==> config.mk <==
export PLATFORM = sky130hd
export DESIGN_NAME = fetch_queue_flat
export DESIGN_NICKNAME = d
export VERILOG_FILES = /design/src/rtl/fetch_queue_if.sv /design/src/rtl/fetch_queue.sv /design/src/flat_wrapper.sv
export SDC_FILE = /design/constraint.sdc
export NUM_CORES = 1
export LEC_CHECK = 0
export CORE_ASPECT_RATIO = 0.8
export CORE_MARGIN = 2
export CORE_UTILIZATION = 30
export CTS_BUF_LIST = sky130_fd_sc_hd__clkbuf_8
export DETAILED_ROUTE_END_ITERATION = 8
export SETUP_SLACK_MARGIN = 0.3
export SLEW_MARGIN = 40
export SYNTH_ARGS = -nofsm -noshare
export SYNTH_HDL_FRONTEND = slang
export SYNTH_HIERARCHICAL = 1
export SYNTH_SLANG_ARGS = --single-unit
==> constraint.sdc <==
create_clock -name clk -period 4.2 [get_ports clk]
set_input_delay 0.63 -clock clk [delete_from_list [all_inputs] [get_ports clk]]
set_output_delay 0.63 -clock clk [all_outputs]
set_load 0.03 [all_outputs]
==> src/rtl/fetch_queue_if.sv <==
// Fetch-to-decode handshake bundle for fetch_queue.
// master = fetch/decode side, slave = the queue itself.
interface fetch_queue_if #(
  parameter int DEPTH      = 4,
  parameter int DATA_WIDTH = 32
);
  localparam int CNT_W = $clog2(DEPTH) + 1;

  logic                  in_valid;
  logic                  in_ready;
  logic [DATA_WIDTH-1:0] in_pc;
  logic [DATA_WIDTH-1:0] in_instr;
  logic                  flush;
  logic                  out_valid;
  logic                  out_ready;
  logic [DATA_WIDTH-1:0] out_pc;
  logic [DATA_WIDTH-1:0] out_instr;
  logic [CNT_W-1:0]      count;
  logic                  full;
  logic                  empty;

  modport master (
    output in_valid, in_pc, in_instr, flush, out_ready,
    input  in_ready, out_valid, out_pc, out_instr, count, full, empty
  );

  modport slave (
    input  in_valid, in_pc, in_instr, flush, out_ready,
    output in_ready, out_valid, out_pc, out_instr, count, full, empty
  );
endinterface

==> src/rtl/fetch_queue.sv <==
// Show-ahead circular buffer of {pc, instr} between fetch and decode.
// Flush (taken branch) drops every entry and overrides any same-cycle push/pop.
module fq_slot #(
  parameter int W = 64
) (
  input  logic         clk,
  input  logic         we,
  input  logic [W-1:0] d,
  output logic [W-1:0] q
);
  // Payload storage is intentionally unreset; occupancy alone defines validity.
  always_ff @(posedge clk)
    if (we) q <= d;
endmodule

module fetch_queue #(
  parameter int DEPTH      = 4,
  parameter int DATA_WIDTH = 32
) (
  input  logic         clk,
  input  logic         rst,
  fetch_queue_if.slave q
);
  localparam int CNT_W = $clog2(DEPTH) + 1;
  localparam int PTR_W = $clog2(DEPTH);

  typedef struct packed {
    logic [DATA_WIDTH-1:0] pc;
    logic [DATA_WIDTH-1:0] instr;
  } fq_entry_t;

  logic [PTR_W-1:0]        wr_ptr, rd_ptr;
  logic [CNT_W-1:0]        count;
  logic                    push, pop;
  logic [DEPTH-1:0]        slot_we;
  fq_entry_t               wr_data;
  fq_entry_t [DEPTH-1:0]   slot_q;
  fq_entry_t               head;

  assign q.full     = (count == CNT_W'(DEPTH));
  assign q.empty    = (count == '0);
  assign q.in_ready = ~q.full;
  assign q.out_valid = ~q.empty;
  assign q.count    = count;

  assign push = q.in_valid  && q.in_ready  && !q.flush;
  assign pop  = q.out_valid && q.out_ready && !q.flush;

  assign wr_data = '{pc: q.in_pc, instr: q.in_instr};
  assign slot_we = push ? (DEPTH'(1) << wr_ptr) : '0;

  genvar i;
  generate
    for (i = 0; i < DEPTH; i++) begin : g_slot
      fq_slot #(.W($bits(fq_entry_t))) u_slot (
        .clk (clk),
        .we  (slot_we[i]),
        .d   (wr_data),
        .q   (slot_q[i])
      );
    end
  endgenerate

  assign head        = slot_q[rd_ptr];
  assign q.out_pc    = q.out_valid ? head.pc    : '0;
  assign q.out_instr = q.out_valid ? head.instr : '0;

  always_ff @(posedge clk or negedge rst) begin
    if (!rst) begin
      wr_ptr <= '0;
      rd_ptr <= '0;
      count  <= '0;
    end else if (q.flush) begin
      wr_ptr <= '0;
      rd_ptr <= '0;
      count  <= '0;
    end else begin
      if (push) wr_ptr <= wr_ptr + PTR_W'(1);
      if (pop)  rd_ptr <= rd_ptr + PTR_W'(1);
      case ({push, pop})
        2'b10:   count <= count + CNT_W'(1);
        2'b01:   count <= count - CNT_W'(1);
        default: count <= count;
      endcase
    end
  end
endmodule

==> src/flat_wrapper.sv <==
// flat-port wrapper written by rule: the top's interface ports become plain ports
module fetch_queue_flat 
#(
  parameter int DEPTH      = 4,
  parameter int DATA_WIDTH = 32
)
  (clk, rst, q_in_valid, q_in_pc, q_in_instr, q_flush, q_out_ready, q_in_ready, q_out_valid, q_out_pc, q_out_instr, q_count, q_full, q_empty);
  fetch_queue_if #(.DEPTH(DEPTH), .DATA_WIDTH(DATA_WIDTH)) q_i ();
  input  logic clk;
  input  logic rst;
  input wire logic [$bits(q_i.in_valid)-1:0] q_in_valid;
  input wire logic [$bits(q_i.in_pc)-1:0] q_in_pc;
  input wire logic [$bits(q_i.in_instr)-1:0] q_in_instr;
  input wire logic [$bits(q_i.flush)-1:0] q_flush;
  input wire logic [$bits(q_i.out_ready)-1:0] q_out_ready;
  output wire logic [$bits(q_i.in_ready)-1:0] q_in_ready;
  output wire logic [$bits(q_i.out_valid)-1:0] q_out_valid;
  output wire logic [$bits(q_i.out_pc)-1:0] q_out_pc;
  output wire logic [$bits(q_i.out_instr)-1:0] q_out_instr;
  output wire logic [$bits(q_i.count)-1:0] q_count;
  output wire logic [$bits(q_i.full)-1:0] q_full;
  output wire logic [$bits(q_i.empty)-1:0] q_empty;
  assign q_i.in_valid = q_in_valid;
  assign q_i.in_pc = q_in_pc;
  assign q_i.in_instr = q_in_instr;
  assign q_i.flush = q_flush;
  assign q_i.out_ready = q_out_ready;
  assign q_in_ready = q_i.in_ready;
  assign q_out_valid = q_i.out_valid;
  assign q_out_pc = q_i.out_pc;
  assign q_out_instr = q_i.out_instr;
  assign q_count = q_i.count;
  assign q_full = q_i.full;
  assign q_empty = q_i.empty;
  fetch_queue #(.DEPTH(DEPTH), .DATA_WIDTH(DATA_WIDTH)) u_core (.clk(clk), .rst(rst), .q(q_i));
endmodule
## Word level (Yosys, flattened, before mapping)

Cells that the tools add are included.
Widths: inputs -> output; s select.

- Flip-flop bits (word level): 263
- Latch bits: 0
- Bits in writable memories: 0
- ROM bits: 0
- Output and inout bits: 71
- Word-level logic and storage cells: 38
- Memories: 0

- $add $sub $neg: 4
- Multipliers: 0
- Divide/modulo/power cells: 0
- Magnitude comparators: 1
- Eq/ne operators: 3
- Shift operators: 1
- Multiplexer cells: 11
- Bitwise logic cells: 2
- Reductions and logical operators: 9

Operators with widths:

| operator | number |
|---|---|
| $bmux 64 s2 | 1 |
| $mux 32 | 2 |
| $mux 64 | 1 |
| $mux 2 | 4 |
| $pmux 3 s2 | 1 |
| $add 2x1->2 const B | 2 |
| $logic_and 1x1->1 | 4 |
| $mux 4 | 1 |
| $reduce_bool 2->1 | 2 |
| $shl 1x2->4 const A | 1 |
| $add 3x1->3 const B | 1 |
| $eq 3x3->1 const B | 1 |
| $logic_not 3->1 | 1 |
| $lt 2x3->1 const B | 1 |
| $mux 3 | 1 |
| $reduce_bool 3->1 | 1 |
| $sub 3x1->3 const B | 1 |
| $eq 2x1->1 const B | 1 |
| $eq 2x2->1 const B | 1 |
| $not 1->1 | 2 |
| $logic_not 1->1 | 1 |

## Logic depth before layout (Yosys ltp)

- Depth after elaboration: 7
- Gate-level depth with buffers: 7
- Gate-level depth less buffers: 6

## Modules after synthesis

The synthesis kept the hierarchy.

By module, submodules not included:

| module | instances | cells each | area each (um^2) |
|---|---|---|---|
| fq_slot | 4 | 64 | 1921.8 |
| fetch_queue | 1 | 213 | 2519.9 |

## Least setup slack after synthesis

Ideal clock, no wire load.

- Kind: reg-to-reg
- From: register u_core.count[0] (netlist: u_core/q.count[0])
- To: register u_core.g_slot[0].u_slot.q[0] (enable)
- Library setup time: 0.429 ns
- Arrival time: 3.182 ns
- Data required time: 3.771 ns
- Path slack: 0.589 ns
- Cell stages (with the launch flop): 6
- Clock period less this slack: 3.611 ns
- Cells stage by stage: dfrtp_1 buf_2 or3b_1 inv_1 nor3_1 and2_1

- Cells in the longest elaborated chain, start to end: 5

Ends and longest elaborated chain:

| element | RTL line | text |
|---|---|---|
| start: declaration | fetch_queue.sv:33 | `logic [CNT_W-1:0] count;` |
| start signal: assignment | fetch_queue.sv:81 | `2'b10: count <= count + CNT_W'(1);` |
| start signal: assignment | fetch_queue.sv:82 | `2'b01: count <= count - CNT_W'(1);` |
| start signal: assignment | fetch_queue.sv:83 | `default: count <= count;` |
| $eq 3x3->1 | fetch_queue.sv:40 | `assign q.full = (count == CNT_W'(DEPTH));` |
| $not 1->1 | fetch_queue.sv:42 | `assign q.in_ready = ~q.full;` |
| net q_in_ready | flat_wrapper.sv:16 | `output wire logic [$bits(q_i.in_ready)-1:0] q_in_ready;` |
| $logic_and 1x1->1 (2 in a row) | fetch_queue.sv:46 | `assign push = q.in_valid && q.in_ready && !q.flush;` |
| $mux 4 | fetch_queue.sv:50 | `assign slot_we = push ? (DEPTH'(1) << wr_ptr) : '0;` |
| net u_core.slot_we[0] | fetch_queue.sv:35 | `logic [DEPTH-1:0] slot_we;` |
| end signal: assignment | fetch_queue.sv:13 | `if (we) q <= d;` |
| end: declaration | fetch_queue.sv:9 | `output logic [W-1:0] q` |

The timed path passes the listed nets, and every way through them passes these cells.
A chain may end at the register's enable or synchronous reset.

## Worst setup path in the final report

- From: register u_core.rd_ptr[0]
- To: output port q_out_instr[5]

- Cells in the longest elaborated chain, start to end: 3

Ends and longest elaborated chain:

| element | RTL line | text |
|---|---|---|
| start: declaration | fetch_queue.sv:32 | `logic [PTR_W-1:0] wr_ptr, rd_ptr;` |
| start signal: assignment | fetch_queue.sv:79 | `if (pop) rd_ptr <= rd_ptr + PTR_W'(1);` |
| $bmux 64 s2 | fetch_queue.sv:64 | `assign head = slot_q[rd_ptr];` |
| $mux 64 (not written as such) | fetch_queue.sv:64 |  |
| $mux 32 | fetch_queue.sv:66 | `assign q.out_instr = q.out_valid ? head.instr : '0;` |
| end: declaration | flat_wrapper.sv:19 | `output wire logic [$bits(q_i.out_instr)-1:0] q_out_instr;` |

Every way passes these cells. The select of a mux whose other input is x is not followed.

==> flow_summary.yaml <==
place:
  gp_congestion: 0.7483
  placed_area_um2: 12140
  dpl.cell_count: 1024
  place_hpwl_um: 12870
  portBuffers: 139
clock_network:
  root_buffer: "clkbuf_8"
  clk_pin_slew_worst_paths_ps: 60
  clock_latency_ps: 540
  cts_tree: "yes"
  htree_num_levels: 2
  cts_setup_buffers: 0
  hold_buffers: 0
  clock-sinks: 263
  cts-buffers-inserted: 43
  cts-resized-gates: 0
  cts_max_path_buffers: 3
critical_path:
  cp-startpoint: "u_core/rd_ptr[0]"
  arrival_ps: 2980
  path_max_fanout: 25
  crit_required_ps: 3570
  critPathKind: "reg -> out"
  r2r-end: "u_core/g_slot[0].u_slot/q[61]"
  rrSetupSlack_ps: 1620
  startpoint_type: "flip-flop"
  cp-endpoint: "q_out_instr[5]"
  end_kind: "output pin"
  regToRegStartpoint: "u_core/q.count[0]"
  worstRegToRegCells: 5
routing:
  dr_total_vias: 5034
  dr.pass1.iters: 4
  drt_drc_violations_left: 0
  avgRoutedWirePerCell_um: 19.42
  antenna_left: 0
  first_iter_violations: 235
  viasPerCell: 4.568
  routed_wl_um: 21400
floorplan:
  die_w_um: 210.2
  ios: 140
  dieHeight_um: 169.0
  rows: 60
  initial_core_util_pct: 30.42
  coreArea_um2: 33560
  die_area_um2: 35520
sta:
  rsz0062_at_grt: "false"
  fin_crit_sh_pct: 86.06
  setup_viol: 0
  drv_slew: 0
  finClkSkew_ps: 14.40
  period_minus_slack_ps: 3615
  worst_pin_slew_ps: 741.4
  finalHoldViolations: 0
  max_slew_margin_pct: 50.58
  holdWs_ps: 375.0
  finalSetupTns_ps: 0
  fmax_mhz: 276.6
power_and_ir_drop:
  p_clk_share_pct: 35.4
  p_switching_w: 0.001466
  combinationalPowerShare_pct: 14.6
  power.internal_w: 0.004543
  leakage_nw: 4.123
  ir_drop_mv: 0.1815
  seq_power_share_pct: 50.0
  power_density_nw_per_um2: 463.0
  power.total_w: 0.006009
  swShare_pct: 24.39
yosys:
  ys_seq_area_share_pct: 77.03
  netlist_instances: 469
  avgSynthCellArea_um2: 21.76
  synth_top_area_cell: "edfxtp_1"
  yosysWarnings: 6
  yosys-top-cells-area: "edfxtp_1 (75%), mux4_2 (14%), and2_1 (4.2%), dfrtp_1 (1.7%), buf_6 (0.66%)"
  yosysTopAreaCellShare_pct: 75.31
  syn_nets: 543
  ys_ff_latch: 263
  yosysUniqueCellTypes: 33
  synth_area_um2: 10210
grt:
  antenna_found_initial: 2
  grt_overflow: 0
  grt_pass1_vias: 5798
  grt_max_degree: 67
  globalRouteTotalUtil_pct: 12.35
  grt_pass1_wl_um: 33230
finish:
  drive_above_1_share_pct: 20.69
  nNetsFinal: 709
  postLayoutCellArea_um2: 12980
  area_delta_synth_final_pct: 27.15
  seq_area_um2: 7870
  multi_input_area_um2: 2177
  fillerInstances: 3031
  instances_no_fill: 1102
run_status:
  status: "finished clean"
hold_path:
  hp-class: "in -> async"
run:
  cap_violations: 0
## worst min path at each step
stage | endpoint | cells past startpoint | start | slack [ps]
final | u_core/q.count[2] | 1 | rst | 380
after global routing | u_core/q.count[1] | 1 | rst | 340
after CTS | u_core/q.count[1] | 1 | rst | 320
after detailed placement | u_core/wr_ptr[1] | 2 | u_core/wr_ptr[1] | 610
after global placement | u_core/wr_ptr[0] | 2 | u_core/wr_ptr[0] | 580
after floorplan | u_core/q.count[0] | 0 | rst | 330
## sequential cells by signal, indices dropped and copies added, names as in the netlist
register                cells
u_core/q.count              3
u_core/wr_ptr               2
u_core/rd_ptr               2
u_core/g_slot.u_slot/q    256
## cell families after synthesis
logic type	after synthesis	synth area share, %
adders and majority gates	5	0.6865
DFF	263	77.03
muxes	65	14.23
and+or+nand+nor	86	5.063
buffers and inverters	33	1.790
xor gates and xnor gates	3	0.2575
AOI/OAI and AO/OA	14	0.9440
## layout by cell type (no fill, tap or decap), types with 3 or more instances in the layout
cell	instances
edfxtp_1	256
nor2_1	5
clkinv_2	6
mux4_2	64
ha_1	4
clkdlybuf4s50_1	139
buf_12	6
inv_1	19
a21oi_1	3
dfrtp_1	5
nand3_1	4
clkbuf_8	48
clkinv_1	8
and2_4	4
and2_1	64
## synthesized netlist by cell type
library cell / n
o2111ai_1: 2
a211oi_1: 1
nor3_1: 2
o31ai_1: 1
dfrtp_1: 7
xnor2_1: 1
nor2_1: 5
nand3_1: 4
mux4_2: 64
nand2_1: 2
o21ai_0: 2
a21oi_1: 3
xor2_1: 2
or4_1: 1
or3_1: 1
a31oi_1: 1
buf_6: 6
nand2b_1: 1
o221ai_1: 1
clkbuf_2: 1
inv_1: 7
ha_1: 4
and2_1: 68
o21bai_1: 1
mux2_2: 1
o311ai_0: 1
fa_1: 1
o21a_1: 1
or2_2: 1
clkbuf_1: 9
or3b_1: 1
edfxtp_1: 256
buf_2: 10
## power by group through the flow
stage	Clock, W	Combinational, W	Sequential (W)
2_1_floorplan	0	0.000543	0.00303
3_3_place_gp	0	0.000870	0.00306
3_5_place_dp	0	0.000893	0.00306
4_1_cts	0.00222	0.000897	0.00301
5_1_grt	0.00233	0.000939	0.00301
6_report	0.00213	0.000879	0.00300
## stage by stage
step	utilization [%]	worst slack (ps)
global route	38.67	351.0
CTS	38.67	449.7
detailed placement	36.19	994.8
global placement	36.11	984.2
finish	38.68	585.3
floorplan	-	589.0
## critical path, stage by stage, from the launching register on
cell and delay (ps):
dfrtp_4 750, buf_4 380, mux4_2 540, and2_1 170, clkdlybuf4s50_1 590
## per-layer routing
layer  global-route usage [%]  up-vias  routed length (um)
li1                         -     2235                   -
met1                    15.61     2622                9190
met2                    20.76      143               10640
met3                    3.525       34                1228
met4                    3.577        0                 341
met5                        0        -                   0
## layout make-up
cell class | instances | area share [%]
Inverter | 7 | 0.2024
Sequential cell | 263 | 60.64
Tap cell | 434 | 4.184
Clock buffer | 48 | 5.090
Timing Repair Buffer | 147 | 11.76
Antenna cell | 1 | 0.01928
Multi-Input combinational cell | 173 | 16.77
Clock inverter | 29 | 1.330
Power figures use the tool's default switching activity.
